**config.mk**
```make
export PLATFORM = sky130hd
export DESIGN_NAME = nonce_range_gen
export DESIGN_NICKNAME = d
export VERILOG_FILES = /design/src/rtl/nonce_pkg.sv /design/src/rtl/round_counter.sv /design/src/rtl/nonce_range_gen.sv
export SDC_FILE = /design/constraint.sdc
export NUM_CORES = 1
export LEC_CHECK = 0
export BUFFER_PORTS_ARGS = -buffer_cell sky130_fd_sc_hd__buf_2
export CAP_MARGIN = 20
export CORE_ASPECT_RATIO = 0.9
export CORE_MARGIN = 3
export CORE_UTILIZATION = 50
export DETAILED_ROUTE_END_ITERATION = 6
export GPL_TIMING_DRIVEN = 0
export PLACE_DENSITY_LB_ADDON = 0.15
export SYNTH_ARGS = -nofsm -noshare
export SYNTH_HDL_FRONTEND = slang
export SYNTH_SLANG_ARGS = --single-unit
```
**constraint.sdc**
```tcl
create_clock -name clk -period 6.75 [get_ports clk]
set_clock_uncertainty 0.15 [all_clocks]
set_input_delay 1.35 -clock clk [delete_from_list [all_inputs] [get_ports clk]]
set_output_delay 1.35 -clock clk [all_outputs]
set_load 0.05 [all_outputs]
```
**src/rtl/nonce_pkg.sv**
```systemverilog
// Shared types and helpers for the sliced nonce generator.
package nonce_pkg;

  localparam int unsigned NONCE_W_DEF = 32;
  localparam int unsigned ROUNDS_DEF  = 64;

  typedef enum logic [1:0] {
    StIdle = 2'd0,
    StRun  = 2'd1,
    StHalt = 2'd2,
    StDone = 2'd3
  } state_e;

  // Width of the per-slice count once the core-index prefix is removed.
  function automatic int unsigned cnt_w(input int unsigned nonce_w,
                                        input int unsigned log2_ncore);
    return nonce_w - log2_ncore;
  endfunction

endpackage

```
**src/rtl/round_counter.sv**
```systemverilog
// Width-bit counter with enable, synchronous clear and a wrap pulse at a programmable terminal.
module round_counter #(
  parameter int unsigned Width = 6
) (
  input  logic             clk,
  input  logic             rst,
  input  logic             en_i,
  input  logic             clr_i,
  input  logic [Width-1:0] term_i,
  output logic [Width-1:0] cnt_o,
  output logic             wrap_o
);

  logic [Width-1:0] cnt_q, cnt_d;
  logic             at_term;

  assign at_term = (cnt_q == term_i);
  assign wrap_o  = en_i && at_term;
  assign cnt_o   = cnt_q;

  always_comb begin
    cnt_d = cnt_q;
    if (clr_i) begin
      cnt_d = '0;
    end else if (en_i) begin
      cnt_d = at_term ? '0 : cnt_q + Width'(1);
    end
  end

  always_ff @(posedge clk) begin
    if (rst) begin
      cnt_q <= '0;
    end else begin
      cnt_q <= cnt_d;
    end
  end

endmodule

```
**src/rtl/nonce_range_gen.sv**
```systemverilog
// Splits the nonce space into per-core slices and steps them once per hash round.
module nonce_range_gen
  import nonce_pkg::*;
#(
  parameter int unsigned LOG2_NCORE = 0,
  parameter int unsigned NONCE_W    = NONCE_W_DEF,
  parameter int unsigned ROUNDS     = ROUNDS_DEF,
  parameter int unsigned RND_W      = 6
) (
  input  logic                                  clk,
  input  logic                                  rst,
  input  logic                                  job_start,
  input  logic [NONCE_W-LOG2_NCORE-1:0]         start_offset,
  input  logic                                  stall,
  input  logic                                  found,
  output logic [(2**LOG2_NCORE)*NONCE_W-1:0]    nonce_o,
  output logic [NONCE_W-LOG2_NCORE-1:0]         offset_o,
  output logic [RND_W-1:0]                      round_o,
  output logic                                  busy,
  output logic                                  halted,
  output logic                                  exhausted
);

  localparam int unsigned CNT_W = cnt_w(NONCE_W, LOG2_NCORE);
  localparam int unsigned NCORE = 2 ** LOG2_NCORE;
  localparam logic [CNT_W-1:0] CntMax    = '1;
  localparam logic [RND_W-1:0] RoundTerm = RND_W'(ROUNDS - 1);

  if (LOG2_NCORE >= NONCE_W) begin : g_bad_ncore
    $error("nonce_range_gen: LOG2_NCORE must be less than NONCE_W");
  end
  if (ROUNDS < 1 || ROUNDS > 2 ** RND_W) begin : g_bad_rounds
    $error("nonce_range_gen: ROUNDS must be in 1..2**RND_W");
  end

  state_e           state_q, state_d;
  logic [CNT_W-1:0] offset_q, offset_d;
  logic             rnd_en;
  logic             rnd_wrap;

  // The round index only advances on an undisturbed RUN cycle.
  assign rnd_en = (state_q == StRun) && !job_start && !found && !stall;

  round_counter #(
    .Width (RND_W)
  ) u_round (
    .clk    (clk),
    .rst    (rst),
    .en_i   (rnd_en),
    .clr_i  (job_start),
    .term_i (RoundTerm),
    .cnt_o  (round_o),
    .wrap_o (rnd_wrap)
  );

  always_comb begin
    state_d  = state_q;
    offset_d = offset_q;
    unique case (state_q)
      StRun: begin
        if (job_start) begin
          offset_d = start_offset;
        end else if (found) begin
          state_d = StHalt;
        end else if (rnd_wrap) begin
          // The last slice value is kept rather than wrapping back to zero.
          if (offset_q == CntMax) begin
            state_d = StDone;
          end else begin
            offset_d = offset_q + CNT_W'(1);
          end
        end
      end
      StIdle, StHalt, StDone: begin
        if (job_start) begin
          state_d  = StRun;
          offset_d = start_offset;
        end
      end
      default: state_d = StIdle;
    endcase
  end

  always_ff @(posedge clk) begin
    if (rst) begin
      state_q  <= StIdle;
      offset_q <= '0;
    end else begin
      state_q  <= state_d;
      offset_q <= offset_d;
    end
  end

  for (genvar i = 0; i < NCORE; i++) begin : g_core
    assign nonce_o[i*NONCE_W +: NONCE_W] = (NONCE_W'(i) << CNT_W) | NONCE_W'(offset_q);
  end

  assign offset_o  = offset_q;
  assign busy      = (state_q == StRun);
  assign halted    = (state_q == StHalt);
  assign exhausted = (state_q == StDone);

endmodule

```
# --- Word-level counts from Yosys, hierarchy flattened ---
# Index checks and enable logic that the tools add are counted.
classes:
  mux: 13
  n_reduce_logical: 12
  n_eq_ne: 12
  addsub: 2
op_table:
  columns: ["op", "n"]
  rows:
  - ["$mux W32", 5]
  - ["$pmux W32 S2", 1]
  - ["$add A32 B1 Y32 const B", 1]
  - ["$eq A32 B32 Y1 const B", 1]
  - ["$mux W2", 5]
  - ["$ne A3 B2 Y1 const B", 3]
  - ["$reduce_and A4 Y1", 2]
  - ["$add A6 B1 Y6 const B", 1]
  - ["$eq A6 B6 Y1 const B", 1]
  - ["$mux W6", 1]
  - ["$ne A3 B3 Y1 const B", 2]
  - ["$eq A2 B2 Y1 const B", 2]
  - ["$logic_and A1 B1 Y1", 4]
  - ["$ne A2 B2 Y1 const B", 2]
  - ["$pmux W2 S2", 1]
  - ["$logic_not A1 Y1", 3]
  - ["$reduce_or A3 Y1", 1]
  - ["$eq A2 B1 Y1 const B", 1]
  - ["$logic_not A2 Y1", 1]
  - ["$reduce_or A2 Y1", 1]
totals:
  elab_cells: 42
  ff_bits: 40
  input_bits: 37

# --- Longest topological paths before layout ---
# Gate-level depths: netlist (run 1).
depth:
  depth_word: 9
  depth_mapped: 8
  ltp_nobuf: 6

# --- Modules after synthesis ---
# A second synthesis (run 1) with hierarchy kept.
hier_totals:
  cells_unflattened: 355
  area_unflattened_um2: 2770.2
by_module_without_submodules:
  columns: ["module", "area_per_inst_um2", "seq_area_each_um2", "n_inst", "cells_each"]
  rows:
  - ["nonce_range_gen", 2398.6, 680.7, 1, 317]
  - ["round_counter", 371.6, 120.1, 1, 38]

# --- Worst setup path before layout (run 1) ---
# OpenSTA, ideal clock, no wires.
synth_timing:
  kind: "input-to-reg"
  from: "input job_start"
  to: "register offset_q[31], in the netlist nonce_o[31]"
  setup_slack_ns: 3.570
  required_time_ns: 6.469
  path_buffers: 2
  arrival_time_ns: 2.899
  stages: 7
  cell_sequence: "or3b_1 > buf_2 > or3_4 > a31o_4 > buf_2 > o211ai_1 > a21oi_2"
synth_between:
  elab_chain_len: 7
  word_cells_on_any_way: 12
  cone_classes: "4 x eq/ne; 2 x mux; 6 x reduce/logical"
synth_lines:
  columns: ["element", "line_no", "source"]
  rows:
  - ["from (decl)", "nonce_range_gen.sv:12", "input logic job_start,"]
  - ["$logic_not A1 Y1", "nonce_range_gen.sv:42", "assign rnd_en = (state_q == StRun) && !job_start && !found && !stall;"]
  - ["$logic_and A1 B1 Y1 (3 in series)", "nonce_range_gen.sv:42", null]
  - ["$logic_and A1 B1 Y1", "round_counter.sv:18", "assign wrap_o = en_i && at_term;"]
  - ["$ne A3 B2 Y1 (no source line)", null, null]
  - ["$reduce_and A4 Y1 (no source line)", null, null]
  - ["to (signal assigned)", "nonce_range_gen.sv:90", "offset_q <= offset_d;"]
  - ["to (decl)", "nonce_range_gen.sv:37", "logic [CNT_W-1:0] offset_q, offset_d;"]
# Parallel ways exist; a longest one is shown, timed or not.
# A chain may end at the register's enable or synchronous reset.

# --- Worst setup path after layout (run 1) ---
layout_timing:
  from: "input job_start"
  to: "register offset_q[6], in the netlist nonce_o[6]"
# Same word-level chain as after synthesis.

==> results of run 1 <==
[final cells by class]
cell class                 count  area [um^2]
buffer                        58          353
clock buffer                   6         82.6
clock inverter                 2         10.0
fill                         524         1790
inverter                      10         37.5
multi-input combinational    283         1740
sequential                    40          801
tap                           67         83.8
timing repair buffer         109          548
[cell families after synthesis]
logic type	Yosys count	share of synthesized area [%]
xor+xnor	5	1.50
fa+ha+maj	2	0.854
compound gates	129	30.6
flops	40	27.3
simple gates	146	26.1
buf+inv	68	13.3
mux	1	0.342
[metal layers]
metal  global-route usage [%]  vias to the layer above  part of all wire [%]
met3                     6.72                       44                    13
met4                     10.4                        0                   2.8
met5                        0                        -                     0
met1                     39.7                     1635                    40
li1                         -                     1698                     -
met2                     46.6                      307                    44
[worst max-delay path by stage]
stage / startpoint / end / slack (ps) / cells past startpoint
final: job_start / nonce_o[6]$_SDFFE_PP0P_ / 3180 / 7
after detailed placement: job_start / nonce_o[6]$_SDFFE_PP0P_ / 2980 / 7
after CTS: job_start / nonce_o[6]$_SDFFE_PP0P_ / 3300 / 7
after floorplan: job_start / nonce_o[31]$_SDFFE_PP0P_ / 3570 / 7
after global routing: job_start / nonce_o[2]$_SDFFE_PP0P_ / 3070 / 9
after global placement: job_start / nonce_o[11]$_SDFFE_PP0P_ / 2790 / 6
[through the flow]
stage          util [%]  cells
4_1_cts            67.1    575
5_1_grt            67.1    575
2_1_floorplan         -    391
3_5_place_dp       65.4    567
6_report           67.1    575
3_3_place_gp       65.3    566
[flip-flops by register name, summed over array words and instances (netlist names)]
register / flops
u_round.cnt_o: 6
state_q: 2
nonce_o: 32
[cells in the final DEF, fill, tap and decap left out, types with 6 or more instances in the layout]
| cell | count |
|---|---|
| o31ai_1 | 7 |
| a21oi_1 | 33 |
| buf_4 | 34 |
| nor4_1 | 8 |
| nor2_1 | 28 |
| nor3_1 | 10 |
| o22ai_1 | 8 |
| nand4_1 | 20 |
| a31oi_1 | 8 |
| buf_2 | 111 |
| clkbuf_8 | 6 |
| nand2_1 | 36 |
| o211ai_1 | 18 |
| inv_1 | 9 |
| and4_1 | 6 |
| nand3_1 | 14 |
| dfxtp_1 | 40 |
| o21ai_0 | 18 |
| clkbuf_1 | 21 |
[power groups by stage]
stage / Combinational, mW / Sequential [mW] / Clock [mW]
global placement: 0.201 / 0.275 / 0
CTS: 0.204 / 0.270 / 0.174
detailed placement: 0.204 / 0.276 / 0
finish: 0.206 / 0.271 / 0.174
global route: 0.216 / 0.274 / 0.184
floorplan: 0.113 / 0.312 / 0
[worst reg2reg max path, stage by stage (launching register included)]
cell	delay (ps)
dfxtp_1	350
clkbuf_1	290
nand4_1	280
nor4_1	660
clkbuf_1	490
nand4_1	160
a22o_1	240
a21oi_1	160
==> impl_metrics.env, run 1 <==
export IMPL_synthesis_area_um2=2930
export IMPL_cts_hold_buf=0
export IMPL_fin_setup_tns_ps=0
export IMPL_fmaxAchievable_ghz=0.280
export IMPL_p_sw_mw=0.260
export IMPL_syn_area_per_cell_um2=7.49
export IMPL_ys_types=56
export IMPL_critPathMostFrequentCell="clkbuf_1"
export IMPL_grt_pass1_wl_um=16300
export IMPL_hp_class="register to register"
export IMPL_synthTopCellsByArea="dfxtp_1 (27%), buf_4 (8.5%), a21oi_1 (5.6%), nand2_1 (4.6%), o211ai_1 (4.6%)"
export IMPL_reg2reg_from="nonce_o[12]$_SDFFE_PP0P_"
export IMPL_drive_gt1_share_pct=32.5
export IMPL_synth_top_area_share_pct=27.3
export IMPL_max_vdd_ir_drop_uv=132
export IMPL_clk_pin_slew_ps=80
export IMPL_clock_root_buffer="clkbuf_8"
export IMPL_finalMaxSlewViolations=0
export IMPL_die_h_um=78.6
export IMPL_period_needed_ps=3570
export IMPL_grt_use_total_pct=29.7
export IMPL_row_count=25
export IMPL_hold_viol_final=0
export IMPL_coreArea_um2=5440
export IMPL_crit_path_max_incr_delay_ps=810
export IMPL_via_per_inst=6.41
export IMPL_pre_cts_slack_ps=2980
export IMPL_ios=110
export IMPL_yosys_warnings=0
export IMPL_grt_overflow=0
export IMPL_worstReg2RegEnd="nonce_o[29]$_SDFFE_PP0P_"
export IMPL_crit_required_ps=6800
export IMPL_wl_per_cell_um=18.3
export IMPL_fin_nets=546
export IMPL_synth_nets=430
export IMPL_ys_seq_elements=40
export IMPL_cp_cell_sequence="buf_2 > clkbuf_1 > nor3b_1 > buf_4 > clkbuf_1 > o22ai_1 > a221oi_1"
export IMPL_slew_headroom_pct=39.4
export IMPL_synth_ff_type="dfxtp_1"
export IMPL_vias=3684
export IMPL_rsz0062_at_grt="no"
export IMPL_antenna_cells=0
export IMPL_setup_ws_ps=3180
export IMPL_dp_hpwl_um=7580
export IMPL_ys_seq_area_share_pct=27.3
export IMPL_leakagePower_nw=1.59
export IMPL_dr_pass1_iters=6
export IMPL_worstPathMaxFanout=10
export IMPL_numClockSinks=40
export IMPL_reg2reg_slack_ps=3900
export IMPL_crit_type="primary input to register"
export IMPL_drtIter0Drc=479
export IMPL_dpl_cell_area_um2=3560
export IMPL_status="complete, no violations"
export IMPL_start_util_pct=53.8
export IMPL_hp_start="nonce_o[11]$_SDFFE_PP0P_"
export IMPL_numCtsBuffers=5
export IMPL_pwr_share_clk_pct=26.8
export IMPL_holdPathEnd="nonce_o[11]$_SDFFE_PP0P_"
export IMPL_area_growth_pct=24.7
export IMPL_cp_start_kind="primary input"
export IMPL_postRouteAntennaNets=0
export IMPL_total_power_mw=0.652
export IMPL_gp_congestion=1.03
export IMPL_synth_cells=391
export IMPL_synth_most_common_cell="dfxtp_1"
export IMPL_stdcell_area_um2=3650
export IMPL_cts_resized=0
export IMPL_insertion_delay_ps=300
export IMPL_worstPathArrival_ps=3630
export IMPL_timing_final_crit_share_pct=52.9
export IMPL_tightest_slew_ps=908
export IMPL_antenna_found_initial=0
export IMPL_intPower_mw=0.392
export IMPL_drc_errors=0
export IMPL_holdPathStages=2
export IMPL_drv_cap=0
export IMPL_p_per_area_nw_per_um2=178
export IMPL_first_global_vias=3260
export IMPL_path_delay_family="buffers and inverters"
export IMPL_cts_setup_buffers=0
export IMPL_p_seq_share_pct=41.6
export IMPL_slowest_stage="nor3b_1"
export IMPL_reg2reg_depth=7
export IMPL_htreeDepth=2
export IMPL_setup_viol=0
export IMPL_switching_share_pct=39.9
export IMPL_routed_wl_um=10500
export IMPL_combinationalPowerShare_pct=31.6
export IMPL_die_area_um2=6810
export IMPL_end_kind="register"
export IMPL_synth_common_cells="dfxtp_1 (40), nand2_1 (36), a21oi_1 (33), buf_4 (33), nor2_1 (28)"
export IMPL_synth_edf_count=0
export IMPL_synth_largest_area_cell="dfxtp_1"
export IMPL_port_buffers=108
export IMPL_grt_start_max_net_pins=13
export IMPL_hold_ws_ps=386
export IMPL_synth_async_reset_ratio_pct=0
export IMPL_cts_tree="done"
export IMPL_cts_buffer_depth=2
export IMPL_worst_path_buf_inv=4
export IMPL_die_w_um=86.7
Note: power is estimated with default switching activity, not from simulation.
==> run 2: changes to the inputs <==
--- a/config.mk
+++ b/config.mk
@@ -9,7 +9,7 @@
 export CAP_MARGIN = 20
 export CORE_ASPECT_RATIO = 0.9
 export CORE_MARGIN = 3
-export CORE_UTILIZATION = 50
+export CORE_UTILIZATION = 45
 export DETAILED_ROUTE_END_ITERATION = 6
 export GPL_TIMING_DRIVEN = 0
 export PLACE_DENSITY_LB_ADDON = 0.15
==> constraint.sdc (replaced) <==
create_clock -name clk -period 3.1 [get_ports clk]
set_clock_uncertainty 0.15 [all_clocks]
set_input_delay 0.62 -clock clk [delete_from_list [all_inputs] [get_ports clk]]
set_output_delay 0.62 -clock clk [all_outputs]
set_load 0.05 [all_outputs]
==> impl_metrics.env, run 2 (synthesis gave the netlist of run 1 again) <==
export IMPL_fin_nets=546
export IMPL_layout_common_cells="buf_2 (112), dfxtp_1 (40), nand2_1 (36), buf_4 (33), a21oi_1 (33)"
export IMPL_die_w_um=91.0
export IMPL_cp_start_kind="register"
export IMPL_start_util_pct=47.1
export IMPL_die_area_um2=7510
export IMPL_grt_use_total_pct=28.2
export IMPL_drc_errors=0
export IMPL_p_per_area_nw_per_um2=413
export IMPL_drv_cap=0
export IMPL_via_per_inst=6.13
export IMPL_dr_pass1_iters=5
export IMPL_numClockSinks=40
export IMPL_final_fill_count=641
export IMPL_routed_wl_um=10900
export IMPL_numCtsBuffers=5
export IMPL_largest_reg_flops=32
export IMPL_setup_ws_ps=256
export IMPL_cts_tree="done"
export IMPL_period_needed_ps=2840
export IMPL_tightest_slew_ps=676
export IMPL_die_h_um=82.5
export IMPL_crit_type="register to register"
export IMPL_end_kind="register"
export IMPL_cts_hold_buf=0
export IMPL_leakagePower_nw=1.60
export IMPL_cts_resized=0
export IMPL_worstPathArrival_ps=2910
export IMPL_final_util_pct=59.7
export IMPL_fmaxAchievable_ghz=0.352
export IMPL_worst_path_buf_inv=0
export IMPL_clk_pin_slew_ps=90
export IMPL_crit_required_ps=3170
export IMPL_postRouteAntennaNets=0
export IMPL_row_count=27
export IMPL_max_vdd_ir_drop_uv=193
export IMPL_wl_per_cell_um=18.2
export IMPL_insertion_delay_ps=310
export IMPL_grt_pass1_wl_um=17000
export IMPL_setup_viol=0
export IMPL_vias=3648
export IMPL_worstPathMaxFanout=8
export IMPL_clock_root_buffer="clkbuf_8"
export IMPL_grt_overflow=0
export IMPL_antenna_cells=0
export IMPL_hold_viol_final=0
export IMPL_rsz0062_at_grt="no"
export IMPL_slew_headroom_pct=54.5
export IMPL_grt_start_max_net_pins=13
export IMPL_antenna_found_initial=0
export IMPL_slowest_stage="nor4_2"
export IMPL_pre_cts_slack_ps=312
export IMPL_gp_congestion=0.975
export IMPL_coreArea_um2=6220
export IMPL_status="complete, no violations"
export IMPL_crit_path_max_incr_delay_ps=660
export IMPL_cts_buffer_depth=2
export IMPL_htreeDepth=2
export IMPL_dp_hpwl_um=7750
export IMPL_finalMaxSlewViolations=0
export IMPL_drtIter0Drc=619
export IMPL_port_buffers=108
export IMPL_area_growth_pct=26.7
export IMPL_first_global_vias=3308
export IMPL_path_delay_family="simple AND/OR/NAND/NOR gates"
export IMPL_final_common_cell="buf_2"
export IMPL_drive_gt1_share_pct=32.5
export IMPL_timing_final_crit_share_pct=91.7
export IMPL_hp_class="register to register"
export IMPL_cts_setup_buffers=0
export IMPL_cp_cell_sequence="ha_1 > nand3_1 > nor4_2 > a31o_2 > nand2_1 > a221oi_1"
export IMPL_ios=110
-- run 2: worst reg2reg max path, delay by kind of cell (launching register included) --
| family | cells | cell delay (ps) |
|---|---|---|
| flops | 1 | 470 |
| compound gates | 2 | 720 |
| fa+ha+maj | 1 | 270 |
| simple gates | 3 | 1150 |
-- run 2: power breakdown --
group / total, mW / internal [mW] / switching, mW
combinational: 0.449 / 0.133 / 0.316
sequential: 0.590 / 0.541 / 0.0494
clock: 0.493 / 0.285 / 0.208
total: 1.53 / 0.959 / 0.574
-- run 2: final timing paths --
| kind | slack (ps) | end | cells past startpoint | startpoint |
|---|---|---|---|---|
| setup / recovery | 260 | nonce_o[26]$_SDFFE_PP0P_ | 6 | nonce_o[0]$_SDFFE_PP0P_ |
| hold / removal | 380 | nonce_o[11]$_SDFFE_PP0P_ | 2 | nonce_o[11]$_SDFFE_PP0P_ |
| setup reg to reg | 260 | nonce_o[26]$_SDFFE_PP0P_ | 6 | nonce_o[0]$_SDFFE_PP0P_ |
| hold reg to reg | 380 | nonce_o[11]$_SDFFE_PP0P_ | 2 | nonce_o[11]$_SDFFE_PP0P_ |
-- run 2: metrics by stage --
stage / cells / power, mW / area, um^2 / TNS [ps] / hold WS [ps]
floorplan: 391 / 0.925 / 2930 / 0 / 349
global placement: 586 / 1.04 / 3580 / -557 / 362
detailed placement: 587 / 1.05 / 3580 / 0 / 370
CTS: 595 / 1.53 / 3710 / 0 / 382
global route: 595 / 1.59 / 3710 / 0 / 414
finish: 595 / 1.53 / 3710 / 0 / 377
-- run 2: final cells by class --
type	instances	area [um^2]	area share, %
Inverter	10	37.5	1.01
Clock inverter	1	30.0	0.809
Clock buffer	7	96.3	2.60
Buffer	58	353	9.51
Tap cell	87	109	2.93
Sequential cell	40	801	21.6
Timing Repair Buffer	109	546	14.7
Multi-Input combinational cell	283	1740	46.8
-- run 2: metal layers --
layer | wire length [um] | global-route usage, % | share of wire, %
met3 | 1230 | 4.80 | 11
met2 | 4830 | 44.7 | 44
met4 | 199 | 8.73 | 1.8
met5 | 0 | 0 | 0
met1 | 4600 | 39.3 | 42
==> run 3: changes to the inputs <==
--- a/config.mk
+++ b/config.mk
@@ -9,10 +9,11 @@
 export CAP_MARGIN = 20
 export CORE_ASPECT_RATIO = 0.9
 export CORE_MARGIN = 3
-export CORE_UTILIZATION = 45
+export CORE_UTILIZATION = 44
 export DETAILED_ROUTE_END_ITERATION = 6
 export GPL_TIMING_DRIVEN = 0
 export PLACE_DENSITY_LB_ADDON = 0.15
 export SYNTH_ARGS = -nofsm -noshare
 export SYNTH_HDL_FRONTEND = slang
+export SYNTH_HIERARCHICAL = 1
 export SYNTH_SLANG_ARGS = --single-unit
==> impl_metrics.env, run 3 <==
export IMPL_numCtsBuffers=5
export IMPL_port_buffers=109
export IMPL_drtIter0Drc=361
export IMPL_die_w_um=89.6
export IMPL_synth_async_reset_ratio_pct=0
export IMPL_synth_ff_type="dfxtp_1"
export IMPL_worst_path_buf_inv=6
export IMPL_worstSetupStartpoint="job_start"
export IMPL_hp_class="register to register"
export IMPL_crit_path_max_incr_delay_ps=550
export IMPL_timing_final_crit_share_pct=97.4
export IMPL_cts_tree="done"
export IMPL_vias=3351
export IMPL_slowest_stage="or4_1"
export IMPL_hold_ws_ps=370
export IMPL_synth_common_cells="nand2_1 (47), dfxtp_1 (40), buf_4 (34)"
export IMPL_worstPathMaxFanout=10
export IMPL_crit_type="primary input to register"
export IMPL_coreArea_um2=5890
export IMPL_crit_end="nonce_o[25]$_SDFFE_PP0P_"
export IMPL_die_area_um2=7290
export IMPL_drv_cap=0
export IMPL_cp_start_kind="primary input"
export IMPL_worstPathArrival_ps=3070
export IMPL_synth_edf_count=0
export IMPL_leakagePower_nw=1.63
export IMPL_period_needed_ps=3020
export IMPL_cp_cell_sequence="buf_2 > inv_2 > nand2_2 > buf_8 > clkbuf_8 > nor3_2 > buf_4 > and4_4 > clkbuf_8 > and2_2 > nand3_4 > or4_1 > a32o_1"
export IMPL_gp_congestion=0.918
export IMPL_synth_largest_area_cell="dfxtp_1"
export IMPL_crit_cells=13
export IMPL_hold_viol_final=0
export IMPL_grt_overflow=0
export IMPL_first_global_vias=2951
export IMPL_reg2reg_depth=12
export IMPL_crit_required_ps=3150
export IMPL_ys_seq_area_share_pct=28.9
export IMPL_synthTopCellsByArea="dfxtp_1 (29%), buf_4 (9.2%), nand2_1 (6.4%), nand4_1 (4.1%), nand3_1 (3.4%)"
export IMPL_via_per_inst=5.94
export IMPL_cts_buffer_depth=2
export IMPL_die_h_um=81.3
export IMPL_insertion_delay_ps=300
export IMPL_critPathMostFrequentCell="clkbuf_8"
export IMPL_syn_area_per_cell_um2=7.80
export IMPL_finalMaxSlewViolations=0
export IMPL_layout_common_cells="buf_2 (113), nand2_1 (45), buf_4 (39), dfxtp_1 (39), nand4_1 (18)"
export IMPL_final_util_pct=63.2
export IMPL_status="complete, no violations"
export IMPL_postRouteAntennaNets=0
export IMPL_cts_hold_buf=0
export IMPL_reg2reg_from="state_q[0]$_SDFFE_PP0P_"
export IMPL_max_vdd_ir_drop_uv=213
export IMPL_grt_start_max_net_pins=12
export IMPL_reg2reg_slack_ps=120
export IMPL_fin_nets=518
export IMPL_clock_root_buffer="clkbuf_8"
export IMPL_grt_use_total_pct=26.1
export IMPL_synth_cells=355
export IMPL_end_kind="register"
export IMPL_ys_types=51
export IMPL_stdcell_area_um2=3720
export IMPL_routed_wl_um=9660
export IMPL_antenna_cells=0
export IMPL_drive_gt1_share_pct=39.8
export IMPL_synth_top_area_share_pct=28.9
export IMPL_final_cells=564
export IMPL_fmaxAchievable_ghz=0.331
export IMPL_dp_hpwl_um=6880
export IMPL_worstReg2RegEnd="nonce_o[25]$_SDFFE_PP0P_"
export IMPL_slew_headroom_pct=55.1
export IMPL_ios=110
export IMPL_grt_pass1_wl_um=14700
export IMPL_tightest_slew_ps=671
export IMPL_htreeDepth=2
export IMPL_clk_pin_slew_ps=80
export IMPL_p_per_area_nw_per_um2=371
export IMPL_largest_reg_flops=32
export IMPL_dpl_cell_area_um2=3500
export IMPL_ys_seq_elements=40
export IMPL_start_util_pct=47.0
export IMPL_final_fill_count=544
export IMPL_yosys_warnings=6
export IMPL_final_common_cell="buf_2"
export IMPL_numClockSinks=40
export IMPL_path_delay_family="simple AND/OR/NAND/NOR gates"
export IMPL_dr_pass1_iters=5
export IMPL_setup_viol=0
export IMPL_total_power_mw=1.38
export IMPL_antenna_found_initial=0
export IMPL_synth_most_common_cell="nand2_1"
export IMPL_drc_errors=0
export IMPL_area_growth_pct=34.4
export IMPL_place_inst=553
export IMPL_synthesis_area_um2=2770
export IMPL_wl_per_cell_um=17.1
export IMPL_row_count=26
run 3: changes by cell type in the layout (fill, tap and decap cells not counted), sizes merged, moves of 6 or more:
cell,delta
o21ai,-9
clkbuf,-10
nor2,-19
inv,-6
a21oi,-21
buf,+10
conb,+6
nor4,+6
a211oi,+8
nand2,+11
a32o,+8
o311ai,+8
o211ai,-18
or4,+8
run 3: how the worst min path moves through the flow:
| stage | startpoint | endpoint | depth (start not counted) | slack [ps] |
|---|---|---|---|---|
| 5_1_grt | state_q[0]$_SDFFE_PP0P_ | state_q[0]$_SDFFE_PP0P_ | 2 | 410 |
| 3_5_place_dp | state_q[0]$_SDFFE_PP0P_ | state_q[1]$_SDFFE_PP0P_ | 2 | 370 |
| 3_3_place_gp | state_q[0]$_SDFFE_PP0P_ | state_q[0]$_SDFFE_PP0P_ | 2 | 350 |
| 2_1_floorplan | state_q[0]$_SDFFE_PP0P_ | state_q[0]$_SDFFE_PP0P_ | 2 | 330 |
| 4_1_cts | state_q[0]$_SDFFE_PP0P_ | state_q[1]$_SDFFE_PP0P_ | 2 | 380 |
| 6_report | state_q[0]$_SDFFE_PP0P_ | state_q[1]$_SDFFE_PP0P_ | 2 | 370 |
run 3: metal layers:
layer	global-route usage, %	share of wire, %	vias to the layer above
met1	36.2	43	1561
met3	3.96	9.4	17
li1	-	-	1580
met5	0	0	-
met4	9.82	1.7	0
met2	40.6	46	193
run 3: kinds of logic (layout without fill, tap and decap cells):
logic type	after synthesis	in the layout	share of synthesized area (%)
other	1	6	0.135
multiplexers	1	1	0.361
flip-flops	40	40	28.9
adder cells (fa/ha/maj)	2	2	0.903
XOR/XNOR	10	10	3.16
AND/OR/NAND/NOR	157	157	30.9
AO/OA/AOI/OAI	87	87	23.0
buffers and inverters	57	177	12.6
run 3: final cells by class:
class,instances,area (um^2),area share (%)
multi-input cells,263,1740,46.9
flip-flops and latches,40,802,21.5
repair buffers,113,588,15.8
plain buffers,53,382,10.3
well taps,84,105,2.82
clock buffers,8,90.1,2.42
inverters,3,11.3,0.303
run 3: repair_timing:
action,in CTS,in global routing
resized for setup,7,15
setup endpoints to repair,27,30
pin swaps,1,0
setup buffers,2,2
run 3: report_power, final:
part,internal [mW],leakage [nW],switching (mW)
Combinational,0.129,1.25,0.286
Sequential,0.540,0.329,0.0499
Clock,0.182,0.0455,0.193
run 3: stage by stage:
step | setup slack [ps] | TNS [ps]
final | 81.7 | 0
after global routing | -11.0 | -27.7
after CTS | 1.23 | 0
after detailed placement | -649 | -15640
after global placement | -606 | -15220
after floorplan | 8.99 | 0
run 3: worst reg2reg max path, cell delays in order, from the launching register on:
cell	delay, ps
dfxtp_2	370
nor2b_4	160
nand2_2	110
buf_8	160
clkbuf_8	180
nor3_2	100
buf_4	160
and4_4	200
clkbuf_8	150
and2_2	190
nand3_4	120
or4_1	550
a32o_1	270
